### config.mk
export PLATFORM = sky130hd
export DESIGN_NAME = rtp_result_collector
export DESIGN_NICKNAME = d
export VERILOG_FILES = /design/src/rtl/rtp_result_collector.sv
export SDC_FILE = /design/constraint.sdc
export NUM_CORES = 1
export LEC_CHECK = 0
export CAP_MARGIN = 20
export CORE_MARGIN = 4
export CORE_UTILIZATION = 40
export CTS_BUF_LIST = sky130_fd_sc_hd__clkbuf_16
export DETAILED_ROUTE_END_ITERATION = 12
export PLACE_DENSITY = 0.61
export SLEW_MARGIN = 20
export SYNTH_ARGS = -nofsm -noshare
export SYNTH_HDL_FRONTEND = slang
export SYNTH_SLANG_ARGS = --single-unit
### constraint.sdc
create_clock -name clock -period 6.75 [get_ports clock]
set_input_delay 1.35 -clock clock [delete_from_list [all_inputs] [get_ports clock]]
set_output_delay 1.35 -clock clock [all_outputs]
set_load 0.02 [all_outputs]
### src/rtl/rtp_result_collector.sv
// Collects per-ray hit results from NUM_CH RTP cores into one FIFO and tracks run length, ray count and completion.
// Define RTP_COLLECT_TIMEOUT_EN to add a stall watchdog that can move the run into the TIMEOUT state.
module rtp_result_collector #(
   parameter int NUM_CH     = 2,
   parameter int DATA_W     = 32,
   parameter int ID_W       = 32,
   parameter int FIFO_DEPTH = 16,
   parameter int CNT_W      = 64,
   parameter int TIMEOUT    = 1048576,
   localparam int CH_W      = (NUM_CH > 1) ? $clog2(NUM_CH) : 1
) (
   input  logic                     clock,
   input  logic                     reset,
   input  logic                     start,
   input  logic [NUM_CH-1:0]        ch_valid,
   input  logic [NUM_CH*DATA_W-1:0] ch_hitT,
   input  logic [NUM_CH*ID_W-1:0]   ch_ray_id,
   input  logic [NUM_CH-1:0]        ch_finish,
   output logic                     out_valid,
   input  logic                     out_ready,
   output logic [DATA_W-1:0]        out_hitT,
   output logic [ID_W-1:0]          out_ray_id,
   output logic [CH_W-1:0]          out_ch,
   output logic                     all_finish,
   output logic [CNT_W-1:0]         run_cycles,
   output logic [CNT_W-1:0]         ray_count,
   output logic                     overflow,
   output logic                     timeout,
   output logic [1:0]               state
);

   // Read port: out_valid depends only on FIFO occupancy, never on out_ready;
   // the head entry is consumed on any cycle where out_valid && out_ready.

   localparam int AW    = (FIFO_DEPTH > 1) ? $clog2(FIFO_DEPTH) : 1;
   localparam int CW_F  = AW + 1;
   localparam int ENT_W = CH_W + DATA_W + ID_W;

   typedef enum logic [1:0] {
      S_IDLE    = 2'd0,
      S_RUN     = 2'd1,
      S_DONE    = 2'd2,
      S_TIMEOUT = 2'd3
   } state_t;

   state_t                         state_q, state_d;
   logic [NUM_CH-1:0]              pend_v_q, pend_v_d;
   logic [NUM_CH-1:0][DATA_W-1:0]  pend_hit_q, pend_hit_d;
   logic [NUM_CH-1:0][ID_W-1:0]    pend_id_q, pend_id_d;
   logic [CH_W-1:0]                rr_q, rr_d;
   logic [NUM_CH-1:0]              fin_q, fin_d;
   logic [CNT_W-1:0]               run_q, run_d;
   logic [CNT_W-1:0]               ray_q, ray_d;
   logic                           ovf_q, ovf_d;
   logic [AW-1:0]                  wr_ptr_q, wr_ptr_d;
   logic [AW-1:0]                  rd_ptr_q, rd_ptr_d;
   logic [CW_F-1:0]                cnt_q, cnt_d;
   logic [ENT_W-1:0]               mem_q [FIFO_DEPTH];

   logic                           pop;
   logic                           can_write;
   logic                           grant_vld;
   logic [CH_W-1:0]                grant_idx;
   logic [NUM_CH-1:0]              load_vec;
   logic                           wd_expired;

   assign pop       = (cnt_q != '0) && out_ready;
   assign can_write = (cnt_q < CW_F'(FIFO_DEPTH)) || pop;

   // Round-robin: lowest offset from rr wins, so scan offsets high to low.
   always_comb begin
      int idx;
      grant_vld = 1'b0;
      grant_idx = '0;
      idx       = 0;
      if (state_q == S_RUN && !start && can_write) begin
         for (int k = NUM_CH - 1; k >= 0; k--) begin
            idx = int'(rr_q) + k;
            if (idx >= NUM_CH) idx = idx - NUM_CH;
            if (pend_v_q[CH_W'(idx)]) begin
               grant_vld = 1'b1;
               grant_idx = CH_W'(idx);
            end
         end
      end
   end

   // A pending slot accepts a new result if it is empty or drains this cycle.
   always_comb begin
      load_vec = '0;
      for (int i = 0; i < NUM_CH; i++) begin
         load_vec[i] = (state_q == S_RUN) && !start && ch_valid[i] &&
                       (!pend_v_q[i] || (grant_vld && grant_idx == CH_W'(i)));
      end
   end

   always_comb begin
      state_d    = state_q;
      pend_v_d   = pend_v_q;
      pend_hit_d = pend_hit_q;
      pend_id_d  = pend_id_q;
      rr_d       = rr_q;
      fin_d      = fin_q;
      run_d      = run_q;
      ray_d      = ray_q;
      ovf_d      = ovf_q;
      wr_ptr_d   = grant_vld ? wr_ptr_q + AW'(1) : wr_ptr_q;
      rd_ptr_d   = pop ? rd_ptr_q + AW'(1) : rd_ptr_q;
      cnt_d      = cnt_q + CW_F'(grant_vld) - CW_F'(pop);
      if (start) begin
         state_d    = S_RUN;
         pend_v_d   = '0;
         pend_hit_d = '0;
         pend_id_d  = '0;
         rr_d       = '0;
         fin_d      = '0;
         run_d      = '0;
         ray_d      = '0;
         ovf_d      = 1'b0;
         wr_ptr_d   = '0;
         rd_ptr_d   = '0;
         cnt_d      = '0;
      end else if (state_q == S_RUN) begin
         if (grant_vld) begin
            pend_v_d[grant_idx] = 1'b0;
            rr_d = (grant_idx == CH_W'(NUM_CH - 1)) ? '0 : grant_idx + CH_W'(1);
         end
         for (int i = 0; i < NUM_CH; i++) begin
            if (load_vec[i]) begin
               pend_v_d[i]   = 1'b1;
               pend_hit_d[i] = ch_hitT[i*DATA_W +: DATA_W];
               pend_id_d[i]  = ch_ray_id[i*ID_W +: ID_W];
               ray_d         = ray_d + CNT_W'(1);
            end else if (ch_valid[i]) begin
               ovf_d = 1'b1;
            end
         end
         fin_d = fin_q | ch_finish;
         run_d = run_q + CNT_W'(1);
         // Completion waits for pending slots to drain; the FIFO may still hold data.
         if ((&fin_d) && (pend_v_d == '0)) state_d = S_DONE;
         else if (wd_expired)              state_d = S_TIMEOUT;
      end
   end

`ifdef RTP_COLLECT_TIMEOUT_EN
   localparam int WD_W = $clog2(TIMEOUT + 1);
   logic [WD_W-1:0] wd_q, wd_d;

   assign wd_expired = (wd_q == WD_W'(TIMEOUT - 1));

   always_comb begin
      wd_d = wd_q;
      if (start)                 wd_d = '0;
      else if (state_q == S_RUN) wd_d = (|load_vec) ? '0 : wd_q + WD_W'(1);
   end

   always_ff @(posedge clock) begin
      if (reset) wd_q <= '0;
      else       wd_q <= wd_d;
   end
`else
   assign wd_expired = 1'b0;
`endif

   always_ff @(posedge clock) begin
      if (reset) begin
         state_q    <= S_IDLE;
         pend_v_q   <= '0;
         pend_hit_q <= '0;
         pend_id_q  <= '0;
         rr_q       <= '0;
         fin_q      <= '0;
         run_q      <= '0;
         ray_q      <= '0;
         ovf_q      <= 1'b0;
         wr_ptr_q   <= '0;
         rd_ptr_q   <= '0;
         cnt_q      <= '0;
      end else begin
         state_q    <= state_d;
         pend_v_q   <= pend_v_d;
         pend_hit_q <= pend_hit_d;
         pend_id_q  <= pend_id_d;
         rr_q       <= rr_d;
         fin_q      <= fin_d;
         run_q      <= run_d;
         ray_q      <= ray_d;
         ovf_q      <= ovf_d;
         wr_ptr_q   <= wr_ptr_d;
         rd_ptr_q   <= rd_ptr_d;
         cnt_q      <= cnt_d;
      end
   end

   always_ff @(posedge clock) begin
      if (grant_vld) mem_q[wr_ptr_q] <= {grant_idx, pend_hit_q[grant_idx], pend_id_q[grant_idx]};
   end

   assign out_valid  = (cnt_q != '0);
   assign out_ch     = out_valid ? mem_q[rd_ptr_q][ENT_W-1 -: CH_W] : '0;
   assign out_hitT   = out_valid ? mem_q[rd_ptr_q][ID_W +: DATA_W] : '0;
   assign out_ray_id = out_valid ? mem_q[rd_ptr_q][ID_W-1:0] : '0;
   assign all_finish = (state_q == S_DONE);
   assign timeout    = (state_q == S_TIMEOUT);
   assign run_cycles = run_q;
   assign ray_count  = ray_q;
   assign overflow   = ovf_q;
   assign state      = state_q;

endmodule

==> results of run 1 <==
## worst paths after layout
| kind | start | end | slack (ps) |
|---|---|---|---|
| max | start | ray_count[50]$_SDFFE_PP0N_ | 1360 |
| min | pend_id_q[30]$_SDFFE_PP0P_ | pend_id_q[30]$_SDFFE_PP0P_ | 450 |
| max reg2reg | ray_count[1]$_SDFFE_PP0N_ | ray_count[46]$_SDFFE_PP0N_ | 1630 |
| min reg2reg | pend_id_q[30]$_SDFFE_PP0P_ | pend_id_q[30]$_SDFFE_PP0P_ | 450 |
## final cells by class
type | count | area [µm²]
well taps | 1768 | 2210
multi-input cells | 1836 | 16600
fillers | 11300 | 69500
flip-flops and latches | 1321 | 36900
diodes | 3 | 7.51
clock inverters | 121 | 961
inverters | 37 | 139
repair buffers | 405 | 4120
clock buffers | 144 | 3600
## stage by stage
step                util (%)  instance area, µm²  hold slack (ps)  power, mW  worst slack (ps)
finish                  48.1               64500              450       18.7              1360
detailed placement      44.7               59900              444       11.4               718
CTS                     48.1               64500              453       18.9              1240
floorplan                  -               54200              432       10.2              1280
global placement        44.7               59900              438       11.4               837
global route            48.1               64500              468       19.4              1160
## per-layer routing
| layer | vias to the layer above | routed length, µm | GRT usage [%] |
|---|---|---|---|
| li1 | 13900 | - | - |
| met1 | 16100 | 60900 | 27.6 |
| met2 | 1065 | 66800 | 31.7 |
| met3 | 192 | 10400 | 4.80 |
| met4 | 10 | 2530 | 4.70 |
| met5 | - | 56 | 0 |
## worst reg2reg max path, stage by stage, from the launching register on
cell,delay [ps]
dfxtp_1,580
ha_1,480
nand4_1,560
nor4_4,640
nand2_2,350
nor4_2,330
xnor2_1,160
nor3_1,640
nand4_1,520
nor3_1,500
o21a_1,170
nor3_1,40
## state kept, by name (all words and copies together) (netlist names), named ones only
| name | cells |
|---|---|
| state | 2 |
| ray_count | 64 |
| rr_q | 1 |
| overflow | 1 |
| mem_q | 1040 |
| cnt_q | 5 |
| rd_ptr_q | 4 |
| fin_q | 2 |
| pend_id_q | 64 |
| run_cycles | 64 |
| wr_ptr_q | 4 |
| pend_v_q | 2 |
| pend_hit_q | 64 |
## cell usage after synthesis (all sizes together) (4+ instances only)
master	instances
o31ai	10
a31oi	6
nand2b	6
mux2	64
a21o	4
buf	67
ha	14
and3	22
edfxtp	1040
dfxtp	281
xor2	69
or2	8
nor4b	10
o22ai	13
a21oi	178
or3	28
mux2i	9
nor3b	10
o21ai	38
a211o	4
nand3b	4
nand3	69
xnor2	71
nand2	369
o21a	8
nor2	170
inv	37
nor2b	6
a21boi	4
mux4	325
and4	18
nand4	60
o211ai	5
nor4	41
nor3	56
or4	14
and2	81
clkbuf	129
## logic make-up (layout without fill, tap and decap cells)
logic type               Yosys count  after routing  share of synthesized area, %
AND/OR/NAND/NOR                  981            981                          9.36
multiplexers                     398            398                          15.0
AO/OA/AOI/OAI                    302            302                          3.26
adder cells (fa/ha/maj)           15             15                         0.360
buffers and inverters            233            707                          1.74
other                              0              3                             0
XOR/XNOR                         140            140                          2.28
flip-flops                      1321           1321                          68.0
## power groups by stage
stage,Combinational [mW],Sequential [mW],Clock [mW]
final,2.39,8.74,7.53
after global placement,2.45,8.91,0
after global routing,2.56,8.74,8.07
after detailed placement,2.46,8.91,0
after CTS,2.46,8.74,7.70
after floorplan,1.32,8.88,0
==> qor.yml, run 1 <==
worst-path-buf-inv: 2
place_inst: 5367
cp_num_cells: 12
power_switching_mw: 4.59
seqPwrFrac_pct: 46.8
cellLeakagePower_nw: 21.4
crit_fanout: 12
setup_viol: 0
wl_per_cell_um: 24.9
powerDensity_nw_per_um2: 289
tritoncts.num_buffers: 142
die_w_um: 376
slowest_stage: "nand4bb_1"
slowest_delay_ps: 750
drive_gt1_share_pct: 18.8
fin_crit_ps: 5390
initial_core_util_pct: 40.5
cp-end-kind: "flop"
avgSynthCellArea_um2: 16.0
cts_resized: 0
rsz0062_at_grt: "no"
min_path_type: "reg -> reg"
initialDrtViolationCount: 3000
hold_buffers: 0
final_common_cell: "edfxtp_1"
vias: 31300
grt_overflow: 0
comb_power_share_pct: 12.8
synthFlopType: "edfxtp_1"
yosysUniqueCellTypes: 85
synth_top_area_share_pct: 57.6
layout_worst_path_cycle_share_pct: 79.8
fin_cells: 5635
reg2regPathDepth: 11
required_ps: 7330
rows: 134
synth_cells: 3390
h-tree-depth: 4
grt_pass1_vias: 32100
cts_tree: "done"
post_cts.repair.setup_buffers: 0
cp-start-kind: "input pin"
synth_area_leaders: "edfxtp_1 58%, mux4_2 14%, dfxtp_1 10%"
synth_area_leader_cell: "edfxtp_1"
clk_latency_ps: 780
drt_pass1_iterations: 6
place.gp.congestion: 0.887
fin_setup_tns_ps: 0
grt_max_degree: 121
cts.reportedPaths.clkPinSlew_ps: 60
netlist_area_um2: 54200
die-area_um2: 141000
dieHeight_um: 376
nets: 3894
crit_type: "in -> reg"
cp.arrival_ps: 5970
wl_um: 141000
drc: 0
mostFrequentLayoutCells: "1040 x edfxtp_1, 366 x nand2_1, 334 x clkdlybuf4s50_1"
core_area_um2: 134000
ys_seq_area_share_pct: 68.0
syn-num-nets: 3541
dp_hpwl_um: 82600
antenna_found_initial: 11
area_growth_pct: 19.0
path_cells: "clkdlybuf4s50_1 -> nand4bb_1 -> buf_4 -> nor3_1 -> nand3_2 -> nor3_1 -> nand3_1 -> a21oi_2 -> nand4_1 -> nor4b_1 -> o21a_1 -> nor3_1"
tightest_slew_ps: 1120
portBuffers: 334
synth_edf_count: 1040
cts-root-buf: "clkbuf_16"
drt-vias-per-instance: 5.55
skew_ps: 42.8
crit_path_frequent_cell: "nor3_1"
path_delay_family: "simple AND/OR/NAND/NOR gates"
power.share.switching_pct: 24.6
slew_viol_final: 0
yosysWarningCount: 0
clock-sinks: 1321
ios: 335
pwr-share-clk_pct: 40.3
grt_pass1_wl_um: 210000
drv_cap: 0
hold_depth: 2
grt_use_total_pct: 19.8
relSlewSlack_pct: 25.2
ys_async_sr_fraction_pct: 0
ant_nets: 0
internal-power_mw: 14.1
clockBufferDepth: 3
max_freq_mhz: 186
finalHoldViolations: 0
yosys_register_bits: 1321
peakVddDrop_v: 0.000228
status: "completed"
No activity file was read; power rests on OpenSTA's default activity.
==> run 2: changes to the inputs <==
Settings changed: PLACE_DENSITY 0.61 to 0.58.
Clock period 6.75 ns to 5 ns, I/O delays scaled along.
==> qor.yml, run 2 (synthesis gave the netlist of run 1 again) <==
ant_nets: 0  # unchanged
max_freq_mhz: 214
vias: 31300  # +0.26%
skew_ps: 25.8  # -16.9 ps
cts_tree: "done"
design_area_um2: 65000  # +0.86%
num-fill-cells: 11300  # +0.20%
die_w_um: 376  # unchanged
setup_viol: 0  # unchanged
rows: 134  # unchanged
r2r-start: "ray_count[5]$_SDFFE_PP0N_"
drive_gt1_share_pct: 19.8  # +1.0 points
cp.arrival_ps: 3670  # -2300 ps
setup_slack_ps: 333  # -1030 ps
cellLeakagePower_nw: 21.7  # +1.4%
min_path_type: "reg -> reg"
hold_buffers: 0  # unchanged
clock-sinks: 1321  # unchanged
drc: 0  # unchanged
hold_depth: 2  # unchanged
fin_cells: 5684  # +0.87%
fin_setup_tns_ps: 0  # unchanged
initialDrtViolationCount: 2690  # -10%
drv_cap: 0  # unchanged
cp-end-kind: "output port"
tightest_slew_ps: 1090  # -34.9 ps
internal-power_mw: 19.0  # +35%
reg2regPathDepth: 10  # -1
core_area_um2: 134000  # unchanged
power.share.switching_pct: 24.2  # -0.38 points
grt_pass1_wl_um: 210000  # -0.24%
regMostFlops: "mem_q"
clockBufferDepth: 3  # unchanged
slew_viol_final: 0  # unchanged
post_cts.repair.setup_buffers: 0  # unchanged
wl_per_cell_um: 24.8  # -0.66%
place_inst: 5418  # +0.95%
ios: 335  # unchanged
holdCritStartpoint: "pend_id_q[62]$_SDFFE_PP0P_"
whs_ps: 449  # -0.380 ps
placed_cell_area_um2: 60500  # +0.94%
tritoncts.num_buffers: 145  # +2.1%
drt_pass1_iterations: 5  # -1
status: "completed"
place.gp.congestion: 0.907  # +2.3%
dieHeight_um: 376  # unchanged
grt_use_total_pct: 19.8  # about the same
grt_overflow: 0  # unchanged
clk_latency_ps: 750  # -30 ps
die-area_um2: 141000  # unchanged
cts-root-buf: "clkbuf_16"
initial_core_util_pct: 40.5  # unchanged
peakVddDrop_v: 0.000296  # +30%
wl_um: 141000  # +0.20%
portBuffers: 334  # unchanged
crit_fanout: 34  # +22
finalPower_mw: 25.1  # +34%
hold_path_end: "pend_id_q[62]$_SDFFE_PP0P_"
antenna_found_initial: 9  # -2
final_common_cell: "edfxtp_1"
rsz0062_at_grt: "no"
seqPwrFrac_pct: 47.0  # +0.2 points
grt_pass1_vias: 32100  # -0.10%
cp-start-kind: "flop"
dp_hpwl_um: 82800  # +0.18%
h-tree-depth: 4  # unchanged
nets: 3948  # +1.4%
mostFrequentLayoutCells: "1040 x edfxtp_1, 366 x nand2_1, 334 x clkdlybuf4s50_1"
finalHoldViolations: 0  # unchanged
fin_crit_ps: 4670
powerDensity_nw_per_um2: 385  # +33%
r2r-end: "ray_count[55]$_SDFFE_PP0N_"
crit_type: "reg -> out"
dp_slack_ps: 87.0  # -631 ps
power_switching_mw: 6.07  # +32%
relSlewSlack_pct: 27.5  # +2.3 points
comb_power_share_pct: 12.7  # about the same
r2r_slack_ps: 820  # -810 ps
required_ps: 4000  # -3330 ps
post-route-util_pct: 48.6  # +0.41 points
pwr-share-clk_pct: 40.3  # about the same
grt_max_degree: 80  # -34%
cts.reportedPaths.clkPinSlew_ps: 60  # about the same
area_growth_pct: 20.0
largest_reg_flops: 1040  # unchanged
drt-vias-per-instance: 5.51  # -0.60%
cts_resized: 0  # unchanged
layout_worst_path_cycle_share_pct: 93.3
run 2: worst max-delay path: stages (launching register included):
cell	delay, ps
dfxtp_4	740
buf_4	440
mux4_2	370
mux4_2	480
and2_1	280
clkdlybuf4s50_1	580
run 2: worst max-delay path by stage:
| stage | from | end | slack (ps) |
|---|---|---|---|
| floorplan | start | mem_q[7][0]$_DFFE_PP_ | -120 |
| global placement | start | ray_count[62]$_SDFFE_PP0N_ | 140 |
| detailed placement | out_ready | ray_count[62]$_SDFFE_PP0N_ | 90 |
| CTS | flop | out_hitT[2] | 230 |
| global route | flop | out_ray_id[31] | 170 |
| finish | flop | out_ray_id[31] | 330 |
run 2: power groups by stage:
stage | registers (mW) | logic (mW) | clock network, mW
finish | 11.8 | 3.19 | 10.1
global route | 11.8 | 3.42 | 10.9
CTS | 11.8 | 3.29 | 10.4
detailed placement | 12.0 | 3.28 | 0
global placement | 12.0 | 3.27 | 0
floorplan | 12.0 | 1.79 | 0
run 2: final cells by class:
cell class              instances  area, µm²  area share (%)
clock inverters               116        878            1.35
flip-flops and latches       1321      36900            56.7
repair buffers                456       4680            7.20
multi-input cells            1836      16600            25.5
diodes                          3       7.51          0.0115
clock buffers                 147       3680            5.66
well taps                    1768       2210            3.40
inverters                      37        139           0.214
run 2: metal layers:
metal,track usage (%),vias up,routed length (µm)
li1,-,14000,-
met1,27.3,16100,60900
met2,31.9,995,67100
met3,4.78,218,9940
met4,4.99,8,2880
met5,0,-,44
==> run 3: changes to the inputs <==
Clock period 5 ns to 5.9 ns, I/O delays scaled along.
==> qor.yml, run 3 (synthesis gave the netlist of run 1 again) <==
vias: 31400  # +0.16%
regMostFlops: "mem_q"
dp_slack_ps: 596  # +509 ps
drv_cap: 0  # unchanged
core_area_um2: 134000  # unchanged
crit_path_frequent_cell: "mux4_2"
placed_cell_area_um2: 60000  # -0.81%
min_path_type: "reg -> reg"
clockBufferDepth: 3  # unchanged
design_area_um2: 64500  # -0.77%
portBuffers: 334  # unchanged
hold_buffers: 0  # unchanged
nets: 3910  # -0.96%
seqPwrFrac_pct: 46.7  # -0.3 points
tightest_slew_ps: 1040  # -51.5 ps
cp-end-kind: "output port"
fin_crit_ps: 5010
internal-power_mw: 16.0  # -16%
antenna_found_initial: 8  # -1
tritoncts.num_buffers: 144  # -0.69%
grt_overflow: 0  # unchanged
grt_use_total_pct: 20.0  # +0.23 points
drive_gt1_share_pct: 19.3  # -0.50 points
layout_worst_path_cycle_share_pct: 84.8
wl_um: 142000  # +1.1%
cp-start-kind: "flop"
h-tree-depth: 4  # unchanged
crit_fanout: 41  # +21%
die-area_um2: 141000  # unchanged
drt_pass1_iterations: 5  # unchanged
clk_latency_ps: 770  # +20 ps
drt-vias-per-instance: 5.55  # +0.73%
clock-sinks: 1321  # unchanged
slowest_delay_ps: 600  # -140 ps
required_ps: 4720  # +720 ps
setup_viol: 0  # unchanged
r2r_slack_ps: 1270  # +450 ps
ant_nets: 0  # unchanged
finalHoldViolations: 0  # unchanged
status: "completed"
crit_type: "reg -> out"
initial_core_util_pct: 40.5  # unchanged
cts_tree: "done"
rsz0062_at_grt: "no"
comb_power_share_pct: 13.2  # +0.5 points
grt_pass1_vias: 32000  # -0.22%
power.share.switching_pct: 25.1  # +0.84 points
path_cells: "buf_12 -> buf_4 -> mux4_2 -> mux4_2 -> and2_1 -> clkdlybuf4s50_1"
post_cts.repair.setup_buffers: 0  # unchanged
drc: 0  # unchanged
wl_per_cell_um: 25.2  # +1.6%
area_growth_pct: 19.1
rows: 134  # unchanged
relSlewSlack_pct: 30.9  # +3.4 points
cts-root-buf: "clkbuf_16"
post-route-util_pct: 48.2  # -0.38 points
powerDensity_nw_per_um2: 331  # -14%
skew_ps: 37.1  # +11.3 ps
cellLeakagePower_nw: 21.5  # -0.87%
cp.arrival_ps: 3830  # +160 ps
fin_setup_tns_ps: 0  # unchanged
num-fill-cells: 11400  # +0.13%
slew_viol_final: 0  # unchanged
cts.reportedPaths.clkPinSlew_ps: 50  # about the same
dp_hpwl_um: 82900  # +0.12%
dieHeight_um: 376  # unchanged
final_common_cell: "edfxtp_1"
largest_reg_flops: 1040  # unchanged
grt_pass1_wl_um: 213000  # +1.2%
place.gp.congestion: 0.893  # -1.6%
mostFrequentLayoutCells: "1040 x edfxtp_1, 366 x nand2_1, 334 x clkdlybuf4s50_1"
cts_resized: 0  # unchanged
ios: 335  # unchanged
pwr-share-clk_pct: 40.2  # about the same
die_w_um: 376  # unchanged
max_freq_mhz: 200
initialDrtViolationCount: 2543  # -5.5%
grt_max_degree: 106  # +33%
power_switching_mw: 5.35  # -12%
peakVddDrop_v: 0.000275  # -7.2%
slowest_stage: "clkdlybuf4s50_1"
setup_slack_ps: 894  # +561 ps
## run 3: cell types whose count changed in the layout (fill, tap and decap cells not counted), sizes merged
cell    previous run  this run
inv               76        91
diode              3         4
clkbuf           147       146
clkinv            68        60
bufinv             8         6
buf              122        85
## run 3: cell type report
class / count / area, µm² / share of cell area, %
antenna: 4 / 10.0 / 0.0155
inverter: 37 / 139 / 0.215
timing repair buffer: 419 / 4190 / 6.50
tap: 1768 / 2210 / 3.43
sequential: 1321 / 36900 / 57.1
multi-input combinational: 1836 / 16600 / 25.7
clock inverter: 121 / 888 / 1.38
clock buffer: 146 / 3650 / 5.66
## run 3: worst max-delay path, delay by kind of cell (launching register included)
family | cells | cell delay (ps)
buf+inv | 3 | 1380
flops | 1 | 370
mux | 2 | 1030
simple gates | 1 | 260
## run 3: power groups by stage
stage	Clock, mW	Combinational, mW	Sequential [mW]
3_3_place_gp	0	2.89	10.2
6_report	8.58	2.81	9.97
3_5_place_dp	0	2.89	10.2
5_1_grt	9.20	3.01	9.97
4_1_cts	8.78	2.90	9.97
2_1_floorplan	0	1.51	10.2
## run 3: final timing paths
path / from / end / cells past startpoint
setup / recovery: flop / out_ch / 6
hold / removal: pend_id_q[51]$_SDFFE_PP0P_ / pend_id_q[51]$_SDFFE_PP0P_ / 2
setup reg to reg: ray_count[0]$_SDFFE_PP0N_ / ray_count[43]$_SDFFE_PP0N_ / 13
hold reg to reg: pend_id_q[51]$_SDFFE_PP0P_ / pend_id_q[51]$_SDFFE_PP0P_ / 2
## run 3: per-layer routing
| metal | track usage (%) | part of all wire, % | up-vias | routed length [µm] |
|---|---|---|---|---|
| met5 | 0 | 0.046 | - | 66 |
| met4 | 4.82 | 1.9 | 10 | 2670 |
| met3 | 4.70 | 7.2 | 199 | 10300 |
| met2 | 31.6 | 47 | 1050 | 66700 |
| met1 | 28.4 | 44 | 16200 | 62600 |
| li1 | - | - | 13900 | - |
## run 3: metrics by stage
step	hold WS [ps]	std cells	total power, mW
floorplan	432	3390	11.7
global placement	440	5381	13.1
detailed placement	445	5381	13.1
CTS	454	5648	21.7
global route	466	5648	22.2
finish	451	5652	21.4
